===== src/rtl/id_pkg.sv =====
// Shared types and decode helpers for the RSAASIP instruction-decode stage.
package id_pkg;

   typedef enum logic [2:0] {
      OP_NOP = 3'b000,
      OP_ADD = 3'b001,
      OP_SUB = 3'b010,
      OP_AND = 3'b011,
      OP_LI  = 3'b100,
      OP_LD  = 3'b101,
      OP_ST  = 3'b110,
      OP_JMP = 3'b111
   } opcode_e;

   typedef enum logic [1:0] {
      ALU_ADD = 2'b00,
      ALU_SUB = 2'b01,
      ALU_AND = 2'b10,
      ALU_RSV = 2'b11
   } alu_op_e;

   typedef struct packed {
      alu_op_e alu_op;
      logic    reg_we;
      logic    mem_rd;
      logic    mem_wr;
      logic    imm_sel;
      logic    jump;
   } ctrl_t;

   function automatic ctrl_t decode(input opcode_e op);
      ctrl_t c;
      c = '0;
      case (op)
         OP_ADD: begin c.alu_op = ALU_ADD; c.reg_we = 1'b1; end
         OP_SUB: begin c.alu_op = ALU_SUB; c.reg_we = 1'b1; end
         OP_AND: begin c.alu_op = ALU_AND; c.reg_we = 1'b1; end
         OP_LI:  begin c.imm_sel = 1'b1; c.reg_we = 1'b1; end
         OP_LD:  begin c.mem_rd = 1'b1; c.reg_we = 1'b1; c.imm_sel = 1'b1; end
         OP_ST:  begin c.mem_wr = 1'b1; c.imm_sel = 1'b1; end
         OP_JMP: c.jump = 1'b1;
         default: c = '0;
      endcase
      return c;
   endfunction

   function automatic logic uses_rs1(input opcode_e op);
      return (op == OP_ADD) || (op == OP_SUB) || (op == OP_AND) ||
             (op == OP_LD)  || (op == OP_ST);
   endfunction

   function automatic logic uses_rs2(input opcode_e op);
      return (op == OP_ADD) || (op == OP_SUB) || (op == OP_AND);
   endfunction

   // Stores read rd as the data source.
   function automatic logic uses_rd(input opcode_e op);
      return (op == OP_ST);
   endfunction

endpackage


===== src/rtl/reg_file_bypass.sv =====
// NREGS x ARQ register file, 3 combinational read ports, 1 write port.
// A read of the register being written this cycle returns the write data.
module reg_file_bypass #(
   parameter int NREGS = 8,
   parameter int ARQ   = 16,
   parameter int REG_W = $clog2(NREGS)
) (
   input  logic             clk,
   input  logic             rst,
   input  logic             we,
   input  logic [REG_W-1:0] waddr,
   input  logic [ARQ-1:0]   wdata,
   input  logic [REG_W-1:0] raddr_a,
   input  logic [REG_W-1:0] raddr_b,
   input  logic [REG_W-1:0] raddr_c,
   output logic [ARQ-1:0]   rdata_a,
   output logic [ARQ-1:0]   rdata_b,
   output logic [ARQ-1:0]   rdata_c
);

   logic [ARQ-1:0] mem_q [NREGS];
   logic [ARQ-1:0] mem_d [NREGS];

   // Next-state of the array: apply the write-back if enabled.
   always_comb begin
      mem_d = mem_q;
      if (we) mem_d[waddr] = wdata;
   end

   // Storage register, cleared on reset.
   always_ff @(posedge clk or posedge rst) begin
      if (rst) mem_q <= '{default: '0};
      else     mem_q <= mem_d;
   end

   // Read ports with write-through bypass.
   always_comb begin
      rdata_a = (we && waddr == raddr_a) ? wdata : mem_q[raddr_a];
      rdata_b = (we && waddr == raddr_b) ? wdata : mem_q[raddr_b];
      rdata_c = (we && waddr == raddr_c) ? wdata : mem_q[raddr_c];
   end

endmodule


===== src/rtl/id_stage_pipe.sv =====
// Pipelined instruction-decode stage: decode, operand read with write-back
// bypass, ID/EX register with valid/ready, load-use bubble, flush, and a
// saturating count of bubble cycles.
module id_stage_pipe
   import id_pkg::*;
#(
   parameter int ARQ     = 16,
   parameter int NREGS   = 8,
   parameter int CNT_W   = 16,
   parameter int REG_W   = $clog2(NREGS),
   parameter int IMM_W   = ARQ - 3 - 2*REG_W,
   parameter int JADDR_W = ARQ - 3
) (
   input  logic               clk,
   input  logic               rst,
   input  logic [ARQ-1:0]     in_instr,
   input  logic               in_valid,
   output logic               in_ready,
   input  logic               flush,
   input  logic               wb_we,
   input  logic [REG_W-1:0]   wb_addr,
   input  logic [ARQ-1:0]     wb_data,
   output logic               out_valid,
   input  logic               out_ready,
   output logic [ARQ-1:0]     out_rs1_val,
   output logic [ARQ-1:0]     out_rs2_val,
   output logic [ARQ-1:0]     out_rd_val,
   output logic [ARQ-1:0]     out_imm,
   output logic [JADDR_W-1:0] out_jaddr,
   output logic [REG_W-1:0]   out_rd,
   output ctrl_t              out_ctrl,
   output logic [CNT_W-1:0]   stall_count
);

   opcode_e          op;
   logic [REG_W-1:0] f_rd, f_rs1, f_rs2;
   logic [ARQ-1:0]   imm_ext;
   logic [ARQ-1:0]   rs1_val, rs2_val, rd_val;
   logic             free, hazard;

   logic               valid_q, valid_d;
   logic               last_ld_valid_q, last_ld_valid_d;
   logic [REG_W-1:0]   last_ld_rd_q, last_ld_rd_d;
   logic [CNT_W-1:0]   stall_q, stall_d;
   logic [ARQ-1:0]     rs1_val_q, rs1_val_d, rs2_val_q, rs2_val_d, rd_val_q, rd_val_d;
   logic [ARQ-1:0]     imm_q, imm_d;
   logic [JADDR_W-1:0] jaddr_q, jaddr_d;
   logic [REG_W-1:0]   rd_q, rd_d;
   ctrl_t              ctrl_q, ctrl_d;

   // Instruction field extraction.
   always_comb begin
      op      = opcode_e'(in_instr[ARQ-1 -: 3]);
      f_rd    = in_instr[ARQ-4 -: REG_W];
      f_rs1   = in_instr[ARQ-4-REG_W -: REG_W];
      f_rs2   = in_instr[ARQ-4-2*REG_W -: REG_W];
      imm_ext = {{(ARQ-IMM_W){1'b0}}, in_instr[IMM_W-1:0]};
   end

   reg_file_bypass #(.NREGS(NREGS), .ARQ(ARQ), .REG_W(REG_W)) u_rf (
      .clk     (clk),
      .rst     (rst),
      .we      (wb_we),
      .waddr   (wb_addr),
      .wdata   (wb_data),
      .raddr_a (f_rs1),
      .raddr_b (f_rs2),
      .raddr_c (f_rd),
      .rdata_a (rs1_val),
      .rdata_b (rs2_val),
      .rdata_c (rd_val)
   );

   // Handshake and load-use hazard detection.
   always_comb begin
      free   = !valid_q || out_ready;
      hazard = in_valid && last_ld_valid_q &&
               ((uses_rs1(op) && f_rs1 == last_ld_rd_q) ||
                (uses_rs2(op) && f_rs2 == last_ld_rd_q) ||
                (uses_rd(op)  && f_rd  == last_ld_rd_q));
      in_ready = free && !hazard && !flush;
   end

   // ID/EX next-state, in priority order: flush, bubble, load, drain, hold.
   always_comb begin
      valid_d         = valid_q;
      last_ld_valid_d = last_ld_valid_q;
      last_ld_rd_d    = last_ld_rd_q;
      stall_d         = stall_q;
      rs1_val_d       = rs1_val_q;
      rs2_val_d       = rs2_val_q;
      rd_val_d        = rd_val_q;
      imm_d           = imm_q;
      jaddr_d         = jaddr_q;
      rd_d            = rd_q;
      ctrl_d          = ctrl_q;
      if (flush) begin
         valid_d         = 1'b0;
         last_ld_valid_d = 1'b0;
      end else if (free && hazard) begin
         valid_d         = 1'b0;
         last_ld_valid_d = 1'b0;
         if (stall_q != {CNT_W{1'b1}}) stall_d = stall_q + CNT_W'(1);
      end else if (in_valid && in_ready) begin
         valid_d         = 1'b1;
         last_ld_valid_d = (op == OP_LD);
         last_ld_rd_d    = f_rd;
         rs1_val_d       = rs1_val;
         rs2_val_d       = rs2_val;
         rd_val_d        = rd_val;
         imm_d           = imm_ext;
         jaddr_d         = in_instr[JADDR_W-1:0];
         rd_d            = f_rd;
         ctrl_d          = decode(op);
      end else if (free && !in_valid) begin
         valid_d         = 1'b0;
         last_ld_valid_d = 1'b0;
      end
   end

   // ID/EX pipeline register.
   always_ff @(posedge clk or posedge rst) begin
      if (rst) begin
         valid_q         <= 1'b0;
         last_ld_valid_q <= 1'b0;
         last_ld_rd_q    <= '0;
         stall_q         <= '0;
         rs1_val_q       <= '0;
         rs2_val_q       <= '0;
         rd_val_q        <= '0;
         imm_q           <= '0;
         jaddr_q         <= '0;
         rd_q            <= '0;
         ctrl_q          <= '0;
      end else begin
         valid_q         <= valid_d;
         last_ld_valid_q <= last_ld_valid_d;
         last_ld_rd_q    <= last_ld_rd_d;
         stall_q         <= stall_d;
         rs1_val_q       <= rs1_val_d;
         rs2_val_q       <= rs2_val_d;
         rd_val_q        <= rd_val_d;
         imm_q           <= imm_d;
         jaddr_q         <= jaddr_d;
         rd_q            <= rd_d;
         ctrl_q          <= ctrl_d;
      end
   end

   // Output drive.
   always_comb begin
      out_valid   = valid_q;
      out_rs1_val = rs1_val_q;
      out_rs2_val = rs2_val_q;
      out_rd_val  = rd_val_q;
      out_imm     = imm_q;
      out_jaddr   = jaddr_q;
      out_rd      = rd_q;
      out_ctrl    = ctrl_q;
      stall_count = stall_q;
   end

endmodule


===== config.mk =====
export PLATFORM = sky130hd
export DESIGN_NAME = id_stage_pipe
export DESIGN_NICKNAME = d
export VERILOG_FILES = /design/src/rtl/id_pkg.sv /design/src/rtl/reg_file_bypass.sv /design/src/rtl/id_stage_pipe.sv
export SDC_FILE = /design/constraint.sdc
export NUM_CORES = 1
export LEC_CHECK = 0
export CAP_MARGIN = 5
export CORE_MARGIN = 5
export CORE_UTILIZATION = 51
export CTS_CLUSTER_SIZE = 20
export DETAILED_ROUTE_END_ITERATION = 16
export PLACE_DENSITY = 0.74
export SLEW_MARGIN = 30
export SYNTH_ARGS = -nofsm -noshare
export SYNTH_HDL_FRONTEND = slang
export SYNTH_SLANG_ARGS = --single-unit

===== constraint.sdc =====
create_clock -name clk -period 6.9 [get_ports clk]
set_input_delay 0.69 -clock clk [delete_from_list [all_inputs] [get_ports clk]]
set_output_delay 0.69 -clock clk [all_outputs]
set_load 0.1 [all_outputs]

==> run metrics, run 1 <==
status=completed; Hold-fix buffers, CTS=0; register area share after synthesis=44.7%; nets@finish=998; filler instances=1763; fin crit share=68.4%; Antenna Violating Nets Remaining=0; PwrDens=378 mW/mm2; H-tree depth=1; Post-Layout Cell Count=1291; worst reg-to-reg setup slack=4.05 ns; DR pass1 iterations=5; Critical Path End Type=output port; minimum clock period=4.72 ns; post-synth cell types=41; Reg clk slew, reported paths=0.06 ns; Post-synth EDFFs=0; post-synthesis cell area=0.0120 mm2; total grt overflow=0; Peak Freq=0.212 GHz; Initial Utilization=51.4%; Syn Inst Count=857; vias per cell=5.99; fraction of layout cells with a size suffix above 1=38.3%; Req. time, crit path=6.21 ns; Global Route Usage Sum=21.7%; arrival time worst endpoint=4.03 ns; RSZ-0062 raised after global routing=false; IO Port Bufs=136; asr flop ratio synth=100%; Worst slew margin=31.5%; drt drc=0; WL final=28500 um; Post-CTS Resized=0; Antenna Diode Count=0; Root Buffer Master=clkbuf_16; initial antenna violation count=0; Rows=56; largest net degree at the start of global routing=143; reg-to-reg startpoint=out_jaddr[10]$_DFFE_PP0P_; Leak=5.95 nW; final setup vio count=0; global-route wire length before repair=45700 um; DP Wirelength=18000 um; Seq cells post-synth=214; Worst Clk Skew=0.0161 ns; Chip Width=163 um; Placed Cells=1248; die area=0.0267 mm2; worst hold path type=reg -> reg; Area growth syn-to-layout=19.5%; YS warnings=0; Crit Path Class=in -> out; Design Power=5.41 mW; Vias=7731; area of the multi-input gates=0.00615 mm2; DR WL/cell=22.0 um; pins over their slew limit=0; Final Hold Fails=0; register area=0.00536 mm2; Setup Fix Bufs, Post-CTS=0; met3 Usage GRT=3.00%; gr busiest metal=met2; peak supply drop=0.281 mV; CTS sink cnt=214; Core Region=0.0233 mm2; TritonCTS clock tree=yes; GRT met2 Usage=35.5%; worst slew pin tran=1.02 ns; Global Route met1 Usage=31.0%; Worst Min Path Start=stall_count[11]$_DFFE_PP0P_; I/O pins=146; Clock Latency Late Sink=0.51 ns; routability cong.=0.763; Total Neg Setup Slack=0 ns; CTS buffer count=24; Setup crit start kind=primary input; deepest clock path buffer count=3; # Max-Cap Violations=0; CP Launch Point=in_instr[7]; commonest register cell after synthesis=dfrtp_1; Max Fanout on Critical Path=20; die height=163 um; syn_area_per_cell=14.0 um2; vias in the first global route=8006; DRT iter0 DRCs=578
## cell usage after synthesis, types with 4 or more instances
library cell | count | area share [%]
clkbuf_1 | 46 | 1.4
nand4_1 | 9 | 0.47
buf_2 | 16 | 0.67
buf_4 | 26 | 1.6
nor4_1 | 5 | 0.26
nand3_1 | 7 | 0.29
xnor2_1 | 10 | 0.73
dfrtp_1 | 214 | 45
nor3_1 | 9 | 0.38
buf_6 | 6 | 0.56
nand2_1 | 4 | 0.13
xor2_1 | 23 | 1.7
nor2_1 | 51 | 1.6
inv_1 | 6 | 0.19
mux4_2 | 96 | 18
mux2_4 | 10 | 1.3
mux2i_1 | 49 | 4.1
a21oi_1 | 50 | 2.1
mux2_2 | 186 | 17
## cells by family (layout without fill, tap and decap cells)
| logic type | count (synthesis) | in the layout | share of synthesized area, % |
|---|---|---|---|
| flops | 214 | 214 | 44.7 |
| fa+ha+maj | 1 | 1 | 0.104 |
| simple gates | 107 | 107 | 4.63 |
| xor+xnor | 33 | 33 | 2.41 |
| compound gates | 58 | 58 | 2.61 |
| buf+inv | 102 | 209 | 4.69 |
| other cells | 1 | 9 | 0.0313 |
| mux | 341 | 341 | 40.9 |
## final cells by class
cell class	instances	area share (%)
Multi-Input combinational cell	549	42.9
Tap cell	319	2.79
Clock buffer	33	4.99
Timing Repair Buffer	161	11.0
Sequential cell	214	37.4
Inverter	6	0.244
Clock inverter	9	0.707
## flip-flops by register name (all words and copies together), names as in the netlist
name / cells
out_ctrl: 7
last_ld_valid_q: 1
u_rf.mem_q: 128
out_rs1_val: 16
out_rd_val: 16
out_valid: 1
out_rs2_val: 16
out_jaddr: 13
stall_count: 16
## through the flow
stage               cell area, um2  util (%)  setup slack, ns  hold WS (ns)
floorplan                    12000         -            0.359         0.508
global placement             13400      57.4             1.92         0.480
detailed placement           13500      57.9             2.20         0.485
CTS                          14300      61.4             2.17         0.493
global route                 14300      61.4             2.05         0.507
finish                       14300      61.4             2.18         0.484
## layer usage
layer / up-vias / routed length [um]
met1: 4050 / 12400
met3: 37 / 1630
met4: 0 / 513
met2: 248 / 13900
met5: - / 0
li1: 3396 / -
## power by group
| part | leakage, nW | switching, mW | internal, mW |
|---|---|---|---|
| registers | 2.61 | 0.237 | 1.56 |
| logic | 2.94 | 1.51 | 0.799 |
| clock network | 0.406 | 0.512 | 0.797 |
| total | 5.95 | 2.26 | 3.15 |
## worst max-delay path, stage by stage
cell             delay [ns]
clkdlybuf4s50_1        0.46
buf_4                  0.39
xor2_1                 0.21
nor4_2                 0.09
a211oi_4               0.69
nor2_1                 0.08
a211oi_1               0.24
clkdlybuf4s50_1        1.16
## cells in the final DEF, fill, tap and decap left out, types with 2 or more instances in the layout
cell and instances:
dfrtp_1 214, mux2_2 186, clkdlybuf4s50_1 131, mux4_2 96, nor2_1 51, a21oi_1 50
mux2i_1 49, clkbuf_16 25, xor2_1 23, buf_4 17, mux2_4 10, xnor2_1 10
nand4_1 9, conb_1 9, nand3_1 7, nor3_1 7, clkbuf_8 6, buf_2 6
inv_1 5, nor4_1 5, clkinv_2 5, nand2_1 4, buf_6 4, nor3b_1 3
and3_1 3, nor4b_1 3, nand4b_1 3, or2_2 2, and4_1 2, nor3_4 2
nor3b_4 2, o21ai_0 2, bufinv_16 2, clkbuf_1 2, buf_8 2
## path summary, 6_finish.rpt
check | to | depth (start not counted)
setup / recovery | in_ready | 8
hold / removal | stall_count[11]$_DFFE_PP0P_ | 1
min in group asynchronous | u_rf.mem_q[110]$_DFFE_PP0P_ | 2
hold reg to reg | stall_count[11]$_DFFE_PP0P_ | 1
setup reg to reg | out_rs2_val[8]$_DFFE_PP0P_ | 6
max in group asynchronous | u_rf.mem_q[56]$_DFFE_PP0P_ | 3
(Power assumes the default switching activity.)
==> run 2, diff against run 1 <==
--- a/config.mk
+++ b/config.mk
@@ -7,10 +7,10 @@
 export LEC_CHECK = 0
 export CAP_MARGIN = 5
 export CORE_MARGIN = 5
-export CORE_UTILIZATION = 51
+export CORE_UTILIZATION = 54
 export CTS_CLUSTER_SIZE = 20
 export DETAILED_ROUTE_END_ITERATION = 16
-export PLACE_DENSITY = 0.74
+export PLACE_DENSITY = 0.75
 export SLEW_MARGIN = 30
 export SYNTH_ARGS = -nofsm -noshare
 export SYNTH_HDL_FRONTEND = slang
==> constraint.sdc (replaced) <==
create_clock -name clk -period 4.6 [get_ports clk]
set_input_delay 0.46 -clock clk [delete_from_list [all_inputs] [get_ports clk]]
set_output_delay 0.46 -clock clk [all_outputs]
set_load 0.1 [all_outputs]
==> run 2 against run 1 <==
Effect of this change: routed wire length grew 0.29%; sequential power grew 49%; worst hold slack got worse by 0.12 ns; die area decreased by 5.2%.
==> run metrics, run 2 (synthesis gave the netlist of run 1 again) <==
Peak Freq=0.346 GHz; IO Port Bufs=136; pre-CTS setup slack=1.44 ns; largest net degree at the start of global routing=133; Rows=54; vias in the first global route=7831; CTS sink cnt=214; Design Power=7.99 mW; Area growth syn-to-layout=18.8%; Post-CTS Resized=0; DP Wirelength=17900 um; Reg clk slew, reported paths=0.06 ns; Antenna Diode Count=0; max reg flops=128; minimum clock period=2.89 ns; Global Route Usage Sum=22.3%; H-tree depth=1; routability cong.=0.779; Setup Fix Bufs, Post-CTS=0; commonest non-fill, non-tap cell in the layout=dfrtp_1; Final Hold Fails=0; TritonCTS clock tree=yes; status=completed; die area=0.0253 mm2; Final Core Density=65.2%; I/O pins=146; master of the slowest instance on the critical path=clkdlybuf4s50_1; total grt overflow=0; Root Buffer Master=clkbuf_16; Worst Clk Skew=0.00882 ns; Leak=5.93 nW; Antenna Violating Nets Remaining=0; nets@finish=999; Critical Path End Type=output port; Hold-fix buffers, CTS=0; Req. time, crit path=4.14 ns; DR pass1 iterations=4; drt drc=0; arrival time worst endpoint=2.43 ns; Setup crit start kind=primary input; # Max-Cap Violations=0; WL final=28500 um; final setup vio count=0; vias per cell=6.12; Core Region=0.0218 mm2; Initial Utilization=54.9%; most used cell, CP=a211oi_2; global-route wire length before repair=45600 um; Worst slew margin=31.5%; fin crit share=62.8%; PwrDens=561 mW/mm2; worst hold path type=in -> async; DRT iter0 DRCs=527; Vias=7676; Crit Path Class=in -> out; fraction of layout cells with a size suffix above 1=38.0%; most flop-heavy register=u_rf.mem_q; Total Neg Setup Slack=0 ns; deepest clock path buffer count=3; RSZ-0062 raised after global routing=false; CP Cell Sequence=clkdlybuf4s50_1 -> and3_1 -> nor4_2 -> a211oi_2 -> buf_4 -> nor2_1 -> a211oi_2 -> buf_12; Critical Path Max Stage Delay=0.60 ns; Max Fanout on Critical Path=18; peak supply drop=0.443 mV; Clock Latency Late Sink=0.51 ns; CTS buffer count=23; worst slew pin tran=1.02 ns; pins over their slew limit=0; Setup WS post-layout=1.71 ns; Chip Width=159 um; DR WL/cell=22.8 um; die height=159 um; WHS=0.367 ns; most frequent cells in the layout=dfrtp_1, mux2_2, clkdlybuf4s50_1; initial antenna violation count=0
[run 2: changes by cell type in the layout (fill, tap and decap cells not counted), sizes merged]
cell    change
buf         +2
clkbuf      +3
bufinv      -1
clkinv      -2
[run 2: layer usage]
metal	share of wire, %	global-route usage [%]
met2	49	37.0
met3	6.7	3.83
met5	0	0
met1	43	31.5
met4	1.4	4.46
[run 2: area by class of cell]
| type | count | area, um2 |
|---|---|---|
| Multi-Input combinational cell | 549 | 6150 |
| Timing Repair Buffer | 163 | 1610 |
| Inverter | 6 | 26.3 |
| Clock inverter | 6 | 58.8 |
| Clock buffer | 36 | 684 |
| Sequential cell | 214 | 5360 |
| Fill cell | 1581 | 7590 |
| Tap cell | 280 | 350 |
[run 2: metrics by stage]
stage	std cells	cell area, um2
finish	1254	14200
global route	1254	14200
CTS	1253	14200
detailed placement	1211	13500
global placement	1207	13400
floorplan	865	12000
[run 2: power by group]
part           switching, mW  internal [mW]  total [mW]
clock                  0.751           1.08        1.83
sequential             0.357           2.34        2.69
combinational           2.26           1.20        3.46
[run 2: final timing paths]
kind / startpoint / endpoint / slack, ns / cells past startpoint
worst min register to register: stall_count[11]$_DFFE_PP0P_ / stall_count[11]$_DFFE_PP0P_ / 0.49 / 1
min in group clk: stall_count[11]$_DFFE_PP0P_ / stall_count[11]$_DFFE_PP0P_ / 0.49 / 1
max in group asynchronous: rst / u_rf.mem_q[85]$_DFFE_PP0P_ / 3.08 / 3
worst max-delay path: in_instr[14] / in_ready / 1.71 / 8
worst min-delay path: rst / out_rd_val[14]$_DFFE_PP0P_ / 0.37 / 2
worst max register to register: out_jaddr[12]$_DFFE_PP0P_ / out_rs1_val[1]$_DFFE_PP0P_ / 2.01 / 7
[run 2: critical path: cells and delay by family]
kind            cells  cell delay, ns
buf+inv             3            1.07
compound gates      2            0.54
simple gates        3            0.36
